==> src/rtl/itch50_msg_encoder.sv <==
// Serializes one order record into a length-prefixed ITCH 5.0 'A' or 'D' frame.
// Define ITCH_ENC_MPID_EN to also encode type 4'h2 as an 'F' (add with MPID) frame.
module itch50_msg_encoder #(
    parameter logic [15:0] STOCK_LOCATE = 16'h0000,
    parameter logic [31:0] MPID         = 32'h4C45484D
) (
    input  logic        clk,
    input  logic        reset_n,
    input  logic [3:0]  order_type_i,
    input  logic [31:0] order_ref_num_i,
    input  logic        buy_sell_i,
    input  logic [31:0] num_shares_i,
    input  logic [31:0] stock_id_i,
    input  logic [31:0] price_i,
    input  logic        valid_i,
    output logic        ready_o,
    output logic [7:0]  data_o,
    output logic        valid_o,
    input  logic        ready_i,
    output logic        last_o,
    output logic        err_o
);

    localparam int unsigned IDX_W = 6;
    localparam int unsigned TS_W  = 48;
    localparam int unsigned TRK_W = 16;

    localparam logic [3:0] TYPE_ADD  = 4'h1;
    localparam logic [3:0] TYPE_DEL  = 4'h8;
    localparam logic [3:0] TYPE_MPID = 4'h2;

    typedef enum logic {IDLE, SEND} state_t;
    typedef enum logic [1:0] {KIND_A, KIND_D, KIND_F} kind_t;

    typedef struct packed {
        logic [31:0]     ref_num;
        logic            sell;
        logic [31:0]     shares;
        logic [31:0]     stock;
        logic [31:0]     price;
        logic [TS_W-1:0] ts;
    } rec_t;

    state_t             state, state_d;
    kind_t              kind_q, kind_d, in_kind;
    rec_t               rec_q, rec_d;
    logic [TS_W-1:0]    ts_cnt;
    logic [TRK_W-1:0]   trk, trk_d;
    logic [IDX_W-1:0]   idx, idx_d, nidx, last_idx;
    logic [7:0]         data_d, nbyte, type_char, len_byte;
    logic               valid_d, last_d, ready_d, err_d;
    logic               in_ok, accept, xfer;

    // Record type decode
    always_comb begin
        in_ok   = 1'b1;
        in_kind = KIND_A;
        case (order_type_i)
            TYPE_ADD: in_kind = KIND_A;
            TYPE_DEL: in_kind = KIND_D;
`ifdef ITCH_ENC_MPID_EN
            TYPE_MPID: in_kind = KIND_F;
`else
            TYPE_MPID: in_ok = 1'b0;
`endif
            default: in_ok = 1'b0;
        endcase
    end

    always_comb begin
        type_char = 8'h41;
        len_byte  = 8'h24;
        last_idx  = IDX_W'(37);
        case (kind_q)
            KIND_D: begin
                type_char = 8'h44;
                len_byte  = 8'h13;
                last_idx  = IDX_W'(20);
            end
            KIND_F: begin
                type_char = 8'h46;
                len_byte  = 8'h28;
                last_idx  = IDX_W'(41);
            end
            default: ;
        endcase
    end

    assign nidx = idx + IDX_W'(1);

    // Byte at the next index; 'D' frames simply end at index 20
    always_comb begin
        nbyte = 8'h00;
        case (nidx)
            6'd1:  nbyte = len_byte;
            6'd2:  nbyte = type_char;
            6'd3:  nbyte = STOCK_LOCATE[15:8];
            6'd4:  nbyte = STOCK_LOCATE[7:0];
            6'd5:  nbyte = trk[15:8];
            6'd6:  nbyte = trk[7:0];
            6'd7:  nbyte = rec_q.ts[47:40];
            6'd8:  nbyte = rec_q.ts[39:32];
            6'd9:  nbyte = rec_q.ts[31:24];
            6'd10: nbyte = rec_q.ts[23:16];
            6'd11: nbyte = rec_q.ts[15:8];
            6'd12: nbyte = rec_q.ts[7:0];
            6'd17: nbyte = rec_q.ref_num[31:24];
            6'd18: nbyte = rec_q.ref_num[23:16];
            6'd19: nbyte = rec_q.ref_num[15:8];
            6'd20: nbyte = rec_q.ref_num[7:0];
            6'd21: nbyte = rec_q.sell ? 8'h53 : 8'h42;
            6'd22: nbyte = rec_q.shares[31:24];
            6'd23: nbyte = rec_q.shares[23:16];
            6'd24: nbyte = rec_q.shares[15:8];
            6'd25: nbyte = rec_q.shares[7:0];
            6'd26: nbyte = rec_q.stock[31:24];
            6'd27: nbyte = rec_q.stock[23:16];
            6'd28: nbyte = rec_q.stock[15:8];
            6'd29: nbyte = rec_q.stock[7:0];
            6'd30, 6'd31, 6'd32, 6'd33: nbyte = 8'h20;
            6'd34: nbyte = rec_q.price[31:24];
            6'd35: nbyte = rec_q.price[23:16];
            6'd36: nbyte = rec_q.price[15:8];
            6'd37: nbyte = rec_q.price[7:0];
            6'd38: nbyte = MPID[31:24];
            6'd39: nbyte = MPID[23:16];
            6'd40: nbyte = MPID[15:8];
            6'd41: nbyte = MPID[7:0];
            default: nbyte = 8'h00;
        endcase
    end

    assign accept = valid_i && ready_o;
    assign xfer   = valid_o && ready_i;

    // Next-state and registered-output logic
    always_comb begin
        state_d = state;
        kind_d  = kind_q;
        rec_d   = rec_q;
        idx_d   = idx;
        trk_d   = trk;
        data_d  = data_o;
        valid_d = valid_o;
        last_d  = last_o;
        ready_d = ready_o;
        err_d   = 1'b0;
        case (state)
            IDLE: begin
                ready_d = 1'b1;
                valid_d = 1'b0;
                last_d  = 1'b0;
                if (accept) begin
                    if (in_ok) begin
                        state_d = SEND;
                        ready_d = 1'b0;
                        kind_d  = in_kind;
                        rec_d   = '{ref_num: order_ref_num_i, sell: buy_sell_i,
                                    shares: num_shares_i, stock: stock_id_i,
                                    price: price_i, ts: ts_cnt};
                        idx_d   = '0;
                        data_d  = 8'h00;
                        valid_d = 1'b1;
                    end else begin
                        err_d = 1'b1;
                    end
                end
            end
            SEND: begin
                ready_d = 1'b0;
                if (xfer) begin
                    if (last_o) begin
                        state_d = IDLE;
                        valid_d = 1'b0;
                        last_d  = 1'b0;
                        data_d  = 8'h00;
                        ready_d = 1'b1;
                        trk_d   = trk + TRK_W'(1);
                    end else begin
                        idx_d  = nidx;
                        data_d = nbyte;
                        last_d = (nidx == last_idx);
                    end
                end
            end
            default: state_d = IDLE;
        endcase
    end

    always_ff @(posedge clk or negedge reset_n) begin
        if (!reset_n) begin
            state   <= IDLE;
            kind_q  <= KIND_A;
            rec_q   <= '0;
            idx     <= '0;
            trk     <= '0;
            ts_cnt  <= '0;
            data_o  <= 8'h00;
            valid_o <= 1'b0;
            last_o  <= 1'b0;
            ready_o <= 1'b0;
            err_o   <= 1'b0;
        end else begin
            state   <= state_d;
            kind_q  <= kind_d;
            rec_q   <= rec_d;
            idx     <= idx_d;
            trk     <= trk_d;
            ts_cnt  <= ts_cnt + TS_W'(1);
            data_o  <= data_d;
            valid_o <= valid_d;
            last_o  <= last_d;
            ready_o <= ready_d;
            err_o   <= err_d;
        end
    end

endmodule
==> config.mk <==
export PLATFORM = sky130hd
export DESIGN_NAME = itch50_msg_encoder
export DESIGN_NICKNAME = d
export VERILOG_FILES = /design/src/rtl/itch50_msg_encoder.sv
export SDC_FILE = /design/constraint.sdc
export NUM_CORES = 1
export LEC_CHECK = 0
export ABC_AREA = 1
export BUFFER_PORTS_ARGS = -buffer_cell sky130_fd_sc_hd__clkbuf_2
export CAP_MARGIN = 20
export CELL_PAD_IN_SITES_DETAIL_PLACEMENT = 0
export CELL_PAD_IN_SITES_GLOBAL_PLACEMENT = 1
export CORE_ASPECT_RATIO = 0.75
export CORE_UTILIZATION = 38
export DETAILED_ROUTE_END_ITERATION = 8
export PLACE_DENSITY_LB_ADDON = 0.1
export SYNTH_ARGS = -nofsm -noshare
export SYNTH_HDL_FRONTEND = slang
export SYNTH_SLANG_ARGS = --single-unit
==> constraint.sdc <==
create_clock -name clk -period 3.24 [get_ports clk]
set_input_delay 0.648 -clock clk [delete_from_list [all_inputs] [get_ports clk]]
set_output_delay 0.648 -clock clk [all_outputs]
set_load 0.03 [all_outputs]
==> results of run 1 <==
power breakdown:
group | internal (mW) | switching (mW) | total [mW]
logic | 1.11 | 1.75 | 2.86
clock network | 1.86 | 1.36 | 3.22
registers | 4.16 | 0.670 | 4.83
kinds of logic after synthesis:
family / count (synthesis) / share of synthesized area (%)
adder cells (fa/ha/maj): 7 / 0.680
AND/OR/NAND/NOR: 733 / 25.7
multiplexers: 126 / 11.0
XOR/XNOR: 59 / 4.01
buffers and inverters: 139 / 4.57
AO/OA/AOI/OAI: 78 / 3.28
flip-flops: 261 / 50.7
layer usage:
layer  track usage [%]  vias to the layer above  part of all wire, %
met3              3.50                       40                  4.9
li1                  -                     4939                    -
met2              32.3                      271                   40
met1              37.8                     4987                   53
met4              4.71                        0                  1.9
met5                 0                        -                    0
sequential cells by signal, summed over array words and instances (netlist names):
| name | cells |
|---|---|
| state | 1 |
| trk | 16 |
| kind_q | 1 |
| data_o | 8 |
| err_o | 1 |
| ready_o | 1 |
| rec_q | 177 |
| last_o | 1 |
| ts_cnt | 48 |
| idx | 6 |
| valid_o | 1 |
timing repair:
item | in CTS | in global routing
hold buffers | 1 | 0
hold endpoints to repair | 34 | 0
setup endpoints to repair | 0 | 0
gates resized for setup | 0 | 0
layout by cell type, fill, tap and decap left out, types with 13 or more instances in the layout:
master | synthesis | layout
a21oi_1 | 13 | 13
buf_4 | 1 | 16
clkbuf_16 | 0 | 28
clkbuf_2 | 0 | 147
dfrtp_1 | 261 | 261
inv_1 | 85 | 85
mux2_2 | 126 | 126
nand2_1 | 342 | 342
nand3_1 | 159 | 158
nand4_1 | 16 | 16
nor2_1 | 128 | 128
nor2_2 | 16 | 16
nor3_1 | 28 | 28
o21ai_0 | 53 | 53
xor2_1 | 53 | 53
worst max path at each step:
stage,startpoint,end
floorplan,ready_i,trk[13]
global placement,idx[0],data_o[1]
global route,idx[0],data_o[1]
finish,idx[0],data_o[1]
CTS,idx[0],data_o[1]
detailed placement,idx[0],data_o[1]
worst max-delay path, delay by kind of cell, from the launching register on:
kind                     cells  cell delay [ns]
AND/OR/NAND/NOR             12             1.92
flip-flops                   1             0.50
adder cells (fa/ha/maj)      1             0.28
cell type report:
type,count,area (sq um)
timing repair buffer,170,981
sequential,261,6530
fill,3288,17800
clock buffer,42,843
tap,442,553
inverter,94,353
multi-input combinational,1003,5770
clock inverter,6,66.3
through the flow:
step	std cells	worst slack, ns	power, mW
2_1_floorplan	1403	1.26	6.58
3_3_place_gp	1969	0.476	7.70
3_5_place_dp	1969	0.504	7.72
4_1_cts	2018	0.495	11.0
5_1_grt	2018	0.200	11.4
6_report	2018	0.466	10.9
==> results.sh, run 1 <==
export IMPL_synthToLayoutAreaGrowth_pct=17.3
export IMPL_r2r_worst_path_cells=13
export IMPL_top_level_ports=149
export IMPL_dominant_cells_by_area_after_synthesis="dfrtp_1 (51%), mux2_2 (11%), nand2_1 (10%)"
export IMPL_initial_utilization_pct=39.2
export IMPL_cts_inserted_buffers=28
export IMPL_timing_critical_path_slowest_stage_cell="nor2_2"
export IMPL_pin_count_of_the_biggest_net_entering_global_routing=129
export IMPL_worst_pin_slew_ns=0.855
export IMPL_viasPerCell=5.07
export IMPL_rrSetupSlack_ns=0.47
export IMPL_fin_crit_ns=2.77
export IMPL_first_pass_grt_wire_length_mm=61.2
export IMPL_grt_ovfl_total=0
export IMPL_tns_ns=0
export IMPL_final_setup_viol_count=0
export IMPL_total_leakage_power_nw=7.46
export IMPL_drv_max_cap_violation_count=0
export IMPL_cp_max_fo=19
export IMPL_yosys_register_bits=261
export IMPL_hold_violations=0
export IMPL_placementRows=57
export IMPL_wirelength_mm=40.2
export IMPL_synth_area_per_cell_sq_um=9.18
export IMPL_min_from="order_ref_num_i[21]"
export IMPL_vdd_ir_drop_max_v=0.000539
export IMPL_power_per_cell_area_nw_per_um2=723
export IMPL_drc_errors=0
export IMPL_synth_top_area_cell="dfrtp_1"
export IMPL_first_pass_iters=5
export IMPL_timing_critical_path_arrival_ns=3.28
export IMPL_worst_r2r_startpoint="idx[0]"
export IMPL_timing_critical_path_cells="ha_1 > nand4_1 > nand2_2 > nand3_4 > nor2_2 > nand2_1 > nand2_1 > nor2_1 > nand2_1 > nor2_1 > nand2_1 > nand3_1 > nand2_1"
export IMPL_synth_lib_cells_used_distinct=39
export IMPL_grt_pass1_vias=9966
export IMPL_port_buffer_count=148
export IMPL_drive_above_1_share_pct=25.1
export IMPL_crit_required_ns=3.75
export IMPL_slew_violations=0
export IMPL_synth_top_area_share_pct=50.7
export IMPL_critical_path_startpoint_type="flip-flop"
export IMPL_synth_area_sq_um=12900
export IMPL_synth_fp_nets=1547
export IMPL_clock_sinks=261
export IMPL_r2r_end="data_o[1]"
export IMPL_wire_per_inst_um=19.9
export IMPL_hold_path_class="in2reg"
export IMPL_holdPathEnd="rec_q[166]"
export IMPL_clock_tree_htree_level_count=1
export IMPL_post_cts_buffers=0
export IMPL_synth_top_cells_by_count="nand2_1 (342), dfrtp_1 (261), nand3_1 (159)"
export IMPL_hold_path_cell_count=2
export IMPL_via_count_of_the_routed_design=10237
export IMPL_dieWidth_um=215
export IMPL_fp_dieArea_sq_um=34600
export IMPL_synth_sequential_area_ratio_pct=50.7
export IMPL_fin_util_pct=45.9
export IMPL_critical_path_top_cell_by_count="nand2_1"
export IMPL_timing_limited_maximum_frequency_mhz=360
export IMPL_finish_instance_area_sq_um=15100
export IMPL_place_hpwl_mm=30.5
export IMPL_async_flop_share_pct=100
export IMPL_antenna_left=0
export IMPL_slowest_delay_ns=0.59
export IMPL_layout_worst_path_cycle_share_pct=85.6
export IMPL_diodes_inserted=0
export IMPL_status="finished clean"
export IMPL_cts_buffer_depth=3
export IMPL_setup_worst_path_class="reg2reg"
export IMPL_cts_root_buffer_cell="clkbuf_16"
export IMPL_ys_flop_type="dfrtp_1"
export IMPL_placer_s_final_routability_congestion_estimate=0.874
export IMPL_clock_skew_final_ns=0.0272
export IMPL_yosysMostFrequentCell="nand2_1"
export IMPL_fp_coreArea_sq_um=32900
export IMPL_synth_edf_count=0
export IMPL_worst_skew_pair_latency_ns=0.58
export IMPL_cts_tree="built"
export IMPL_timing_hold_ws_ns=0.303
export IMPL_grt_setup_unrepaired="no"
export IMPL_final_nets=1702
export IMPL_dpl_cell_area_sq_um=14200
export IMPL_post_synth_inst_count=1403
export IMPL_initialDrtViolationCount=847
export IMPL_die_height_um=161
export IMPL_timing_critical_path_to_type="flip-flop"
export IMPL_antenna_found_initial=0
export IMPL_ys_warnings_count=0
export IMPL_clk_transition_reported_paths_ns=0.06
export IMPL_gr_usage_all_layers_pct=23.4
export IMPL_worst_slew_margin_rel_pct=43.0
(Power assumes the default switching activity.)
==> run 2: changes to the inputs <==
--- a/config.mk
+++ b/config.mk
@@ -11,7 +11,7 @@
 export CELL_PAD_IN_SITES_DETAIL_PLACEMENT = 0
 export CELL_PAD_IN_SITES_GLOBAL_PLACEMENT = 1
 export CORE_ASPECT_RATIO = 0.75
-export CORE_UTILIZATION = 38
+export CORE_UTILIZATION = 45
 export DETAILED_ROUTE_END_ITERATION = 8
 export PLACE_DENSITY_LB_ADDON = 0.1
 export SYNTH_ARGS = -nofsm -noshare
==> run 2 against run 1 <==
Net effect: die area is 15% lower; non-clock buffer count rose by 1; critical path depth is the same; utilization up 7.8 points; critical endpoint unchanged; largest power group unchanged; highest routed layer unchanged.
==> results.sh, run 2 (same netlist as run 1, synthesis figures left out) <==
export IMPL_status="finished clean"
export IMPL_clock_tree_htree_level_count=1
export IMPL_port_buffer_count=148
export IMPL_first_pass_grt_wire_length_mm=58.7
export IMPL_via_count_of_the_routed_design=10355
export IMPL_post_cts_buffers=0
export IMPL_slew_violations=0
export IMPL_initial_utilization_pct=45.9
export IMPL_crit_required_ns=3.74
export IMPL_grt_ovfl_total=0
export IMPL_clk_transition_reported_paths_ns=0.07
export IMPL_power_per_cell_area_nw_per_um2=723
export IMPL_clock_sinks=261
export IMPL_reg_largest_list="rec_q x177, ts_cnt x48, trk x16"
export IMPL_setup_worst_path_end="data_o[1]"
export IMPL_initialDrtViolationCount=806
export IMPL_grt_pass1_vias=10010
export IMPL_cts_inserted_buffers=27
export IMPL_critical_path_top_cell_by_count="nand2_1"
export IMPL_placer_s_final_routability_congestion_estimate=0.890
export IMPL_diodes_inserted=0
export IMPL_r2r_worst_path_cells=13
export IMPL_synthToLayoutAreaGrowth_pct=17.0
export IMPL_fin_cells=1964
export IMPL_placementRows=53
export IMPL_critical_path_startpoint_type="flip-flop"
export IMPL_largest_reg_flops=177
export IMPL_die_height_um=148
export IMPL_total_leakage_power_nw=7.48
export IMPL_final_nets=1702
export IMPL_fp_dieArea_sq_um=29300
export IMPL_most_common_layout_cells="nand2_1 (342), dfrtp_1 (261), nand3_1 (158), clkbuf_2 (147), nor2_1 (128)"
export IMPL_rrSetupSlack_ns=0.38
export IMPL_place_inst=1913
export IMPL_antenna_left=0
export IMPL_viasPerCell=5.27
export IMPL_drv_max_cap_violation_count=0
export IMPL_worst_slew_margin_rel_pct=45.5
export IMPL_timing_critical_path_to_type="flip-flop"
export IMPL_worst_pin_slew_ns=0.814
export IMPL_wire_per_inst_um=19.5
export IMPL_hold_path_class="in2reg"
export IMPL_largest_register="rec_q"
export IMPL_r2r_end="data_o[1]"
export IMPL_setup_worst_path_class="reg2reg"
export IMPL_first_pass_iters=5
export IMPL_top_level_ports=149
export IMPL_fp_coreArea_sq_um=28100
export IMPL_place_hpwl_mm=28.7
export IMPL_layout_filler_cell_count=2629
export IMPL_timing_limited_maximum_frequency_mhz=349
export IMPL_tns_ns=0
export IMPL_vdd_ir_drop_max_v=0.000481
export IMPL_timing_critical_path_cells="ha_1 > nand4_1 > nand2_2 > nand3_4 > nor2_1 > nand2_1 > nand2_1 > nor2_1 > nand2_1 > nor2_1 > nand2_1 > nand3_1 > nand2_1"
export IMPL_layout_worst_path_cycle_share_pct=88.4
export IMPL_wirelength_mm=38.2
export IMPL_cts_buffer_depth=3
export IMPL_gr_usage_all_layers_pct=26.6
export IMPL_fin_crit_ns=2.86
export IMPL_worst_r2r_startpoint="idx[0]"
export IMPL_cp_max_fo=19
export IMPL_worstSetupStartpoint="idx[0]"
export IMPL_drc_errors=0
export IMPL_antenna_found_initial=0
export IMPL_hold_violations=0
export IMPL_timing_critical_path_arrival_ns=3.37
export IMPL_final_setup_viol_count=0
export IMPL_worst_skew_pair_latency_ns=0.57
export IMPL_timing_critical_path_slowest_stage_cell="nor2_1"
export IMPL_drive_above_1_share_pct=25.2
export IMPL_clock_skew_final_ns=0.0166
export IMPL_dieWidth_um=197
export IMPL_layout_cells_most_common="nand2_1"
export IMPL_slowest_delay_ns=0.72
export IMPL_pin_count_of_the_biggest_net_entering_global_routing=124
export IMPL_cts_root_buffer_cell="clkbuf_16"
export IMPL_cts_tree="built"
export IMPL_grt_setup_unrepaired="no"
-- run 2: area by class of cell --
type	instances	area (sq um)	area share [%]
inverters	94	353	2.34
clock inverters	9	138	0.913
repair buffers	171	988	6.56
multi-input cells	1003	5770	38.3
flip-flops and latches	261	6530	43.3
well taps	385	482	3.20
clock buffers	41	808	5.36
-- run 2: worst max-delay path, delay by kind of cell, from the launching register on --
kind	cells	cell delay (ns)
flops	1	0.51
fa+ha+maj	1	0.30
simple gates	12	2.01
-- run 2: repair_timing --
| action | 4_1_cts | 5_1_grt |
|---|---|---|
| hold buffers | 1 | 0 |
| endpoints found under the hold margin | 37 | 0 |
| resized for setup | 0 | 0 |
-- run 2: per-stage QoR --
stage          hold slack (ns)  setup WS (ns)  area [sq um]  power, mW  util, %
2_1_floorplan            0.352           1.26         12900       6.58        -
3_3_place_gp             0.461          0.505         14100       7.56     50.3
3_5_place_dp             0.468          0.413         14100       7.59     50.3
4_1_cts                  0.287          0.393         15100       10.9     53.7
5_1_grt                  0.298          0.224         15100       11.4     53.7
6_report                 0.304          0.375         15100       10.9     53.7
-- run 2: report_power, final --
group / internal (mW) / leakage (nW) / switching (mW)
clock: 1.96 / 0.465 / 1.34
sequential: 4.16 / 3.39 / 0.616
combinational: 1.10 / 3.62 / 1.72
total: 7.22 / 7.48 / 3.67
-- run 2: metal layers --
layer	wire, um	up-vias	track usage [%]
met4	647	0	4.81
met3	2200	47	4.49
met1	19600	5083	42.5
met2	15800	296	37.5
met5	0	-	0
li1	-	4929	-
-- run 2: worst min-delay path by stage --
stage	from	to	slack, ns	cells after the start
final	order_ref_num_i[8]	rec_q[153]	0.30	2
after global placement	ts_cnt[36]	ts_cnt[36]	0.46	1
after CTS	order_ref_num_i[8]	rec_q[153]	0.29	2
after global routing	stock_id_i[13]	rec_q[93]	0.30	2
after floorplan	reset_n	data_o[0]	0.35	0
after detailed placement	ts_cnt[36]	ts_cnt[36]	0.47	1
==> run 3: changes to the inputs <==
==> constraint.sdc (replaced) <==
create_clock -name clk -period 2.9 [get_ports clk]
set_input_delay 0.58 -clock clk [delete_from_list [all_inputs] [get_ports clk]]
set_output_delay 0.58 -clock clk [all_outputs]
set_load 0.03 [all_outputs]
==> run 3 against run 2 <==
Net effect: critical path depth did not move; largest cell class unchanged; highest routed layer unchanged; first-iteration DRC count did not move; cell count rose by 0.81%; via count fell by 0.14%.
==> results.sh, run 3 (same netlist as run 1, synthesis figures left out) <==
export IMPL_vdd_ir_drop_max_v=0.000448
export IMPL_diodes_inserted=0
export IMPL_first_pass_iters=5
export IMPL_clock_skew_final_ns=0.0228
export IMPL_final_setup_viol_count=0
export IMPL_timing_critical_path_to_type="flip-flop"
export IMPL_dieWidth_um=197
export IMPL_clock_tree_htree_level_count=1
export IMPL_tns_ns=0
export IMPL_wire_per_inst_um=19.8
export IMPL_cts_inserted_buffers=27
export IMPL_viasPerCell=5.22
export IMPL_pin_count_of_the_biggest_net_entering_global_routing=73
export IMPL_fp_dieArea_sq_um=29300
export IMPL_status="finished clean"
export IMPL_timing_limited_maximum_frequency_mhz=365
export IMPL_placementRows=53
export IMPL_setup_slack_ns=0.161
export IMPL_most_common_layout_cells="nand2_1 (342), dfrtp_1 (261), nand3_1 (158), clkbuf_2 (147), nor2_1 (127)"
export IMPL_p_total_mw=12.7
export IMPL_cp_max_fo=19
export IMPL_drc_errors=0
export IMPL_fin_cells=1980
export IMPL_grt_setup_unrepaired="no"
export IMPL_wirelength_mm=39.3
export IMPL_initialDrtViolationCount=806
export IMPL_r2r_end="data_o[4]"
export IMPL_antenna_left=0
export IMPL_timing_critical_path_arrival_ns=3.25
export IMPL_hold_violations=0
export IMPL_worst_pin_slew_ns=0.686
export IMPL_fin_util_pct=54.6
export IMPL_synthToLayoutAreaGrowth_pct=19.0
export IMPL_top_level_ports=149
export IMPL_reg_largest_list="rec_q x177, ts_cnt x48, trk x16"
export IMPL_cts_root_buffer_cell="clkbuf_16"
export IMPL_place_hpwl_mm=30.0
export IMPL_port_buffer_count=148
export IMPL_largest_reg_flops=177
export IMPL_layout_cells_most_common="nand2_1"
export IMPL_timing_hold_ws_ns=0.00185
export IMPL_dpl_worst_slack_ns=0.0852
export IMPL_cts_buffer_depth=3
export IMPL_clock_sinks=261
export IMPL_placer_s_final_routability_congestion_estimate=0.923
export IMPL_via_count_of_the_routed_design=10340
export IMPL_finish_instance_area_sq_um=15300
export IMPL_total_leakage_power_nw=7.62
export IMPL_slew_violations=0
export IMPL_grt_pass1_vias=10045
export IMPL_worst_skew_pair_latency_ns=0.57
export IMPL_critical_path_startpoint_type="flip-flop"
export IMPL_setup_worst_path_class="reg2reg"
export IMPL_fp_coreArea_sq_um=28100
export IMPL_die_height_um=148
export IMPL_grt_ovfl_total=0
export IMPL_largest_register="rec_q"
export IMPL_hold_path_class="in2async"
export IMPL_layout_filler_cell_count=2660
export IMPL_drv_max_cap_violation_count=0
export IMPL_cts_hold_fix_buffers=0
export IMPL_final_nets=1718
export IMPL_crit_required_ns=3.41
export IMPL_drive_above_1_share_pct=26.3
export IMPL_first_pass_grt_wire_length_mm=60.1
export IMPL_dpl_cell_area_sq_um=14300
export IMPL_cts_tree="built"
export IMPL_gr_usage_all_layers_pct=27.3
export IMPL_worst_r2r_startpoint="idx[1]"
export IMPL_power_per_cell_area_nw_per_um2=830
export IMPL_layout_worst_path_cycle_share_pct=94.5
export IMPL_r2r_worst_path_cells=13
export IMPL_fin_crit_ns=2.74
export IMPL_clk_transition_reported_paths_ns=0.07
export IMPL_initial_utilization_pct=45.9
export IMPL_place_inst=1930
export IMPL_antenna_found_initial=0
export IMPL_worst_slew_margin_rel_pct=54.3
export IMPL_rrSetupSlack_ns=0.16
[run 3: worst max-delay path by stage]
stage           start   endpoint  slack (ns)  cells past startpoint
3_5_place_dp   idx[1]  data_o[1]        0.09                     13
3_3_place_gp   idx[0]  data_o[1]        0.12                     14
5_1_grt        idx[1]  data_o[4]       0.004                     13
2_1_floorplan  idx[0]  data_o[0]        0.93                     13
6_report       idx[1]  data_o[4]        0.16                     13
4_1_cts        idx[1]  data_o[1]        0.08                     13
[run 3: per-layer routing]
| layer | global-route usage [%] | vias up | share of wire [%] |
|---|---|---|---|
| li1 | - | 4966 | - |
| met1 | 44.3 | 5043 | 52 |
| met2 | 37.9 | 290 | 41 |
| met3 | 4.26 | 41 | 5.4 |
| met4 | 5.12 | 0 | 1.6 |
| met5 | 0 | - | 0 |
[run 3: layout make-up]
type / instances / area (sq um) / share of cell area [%]
flip-flops and latches: 261 / 6530 / 42.6
multi-input cells: 1003 / 5770 / 37.7
repair buffers: 187 / 1130 / 7.38
clock buffers: 37 / 793 / 5.18
well taps: 385 / 482 / 3.14
inverters: 94 / 353 / 2.30
clock inverters: 13 / 259 / 1.69
[run 3: where the power goes]
group,internal [mW],switching (mW)
combinational,1.27,1.97
sequential,4.65,0.753
clock,2.55,1.54
[run 3: what timing repair did]
item	4_1_cts	5_1_grt
endpoints found under the setup margin	0	4
gates resized for setup	0	1
buffers inserted	0	0
[run 3: worst max-delay path, cell delays in order, from the launching register on]
cell,delay [ns]
dfrtp_1,0.50
ha_1,0.29
nand4_1,0.13
nand2_2,0.19
nand3_4,0.31
nor2_2,0.59
nand2_1,0.14
nand2_1,0.10
nor2_1,0.04
nand2_1,0.13
nor2_1,0.08
nand2_1,0.07
nand3_1,0.06
nand2_1,0.06
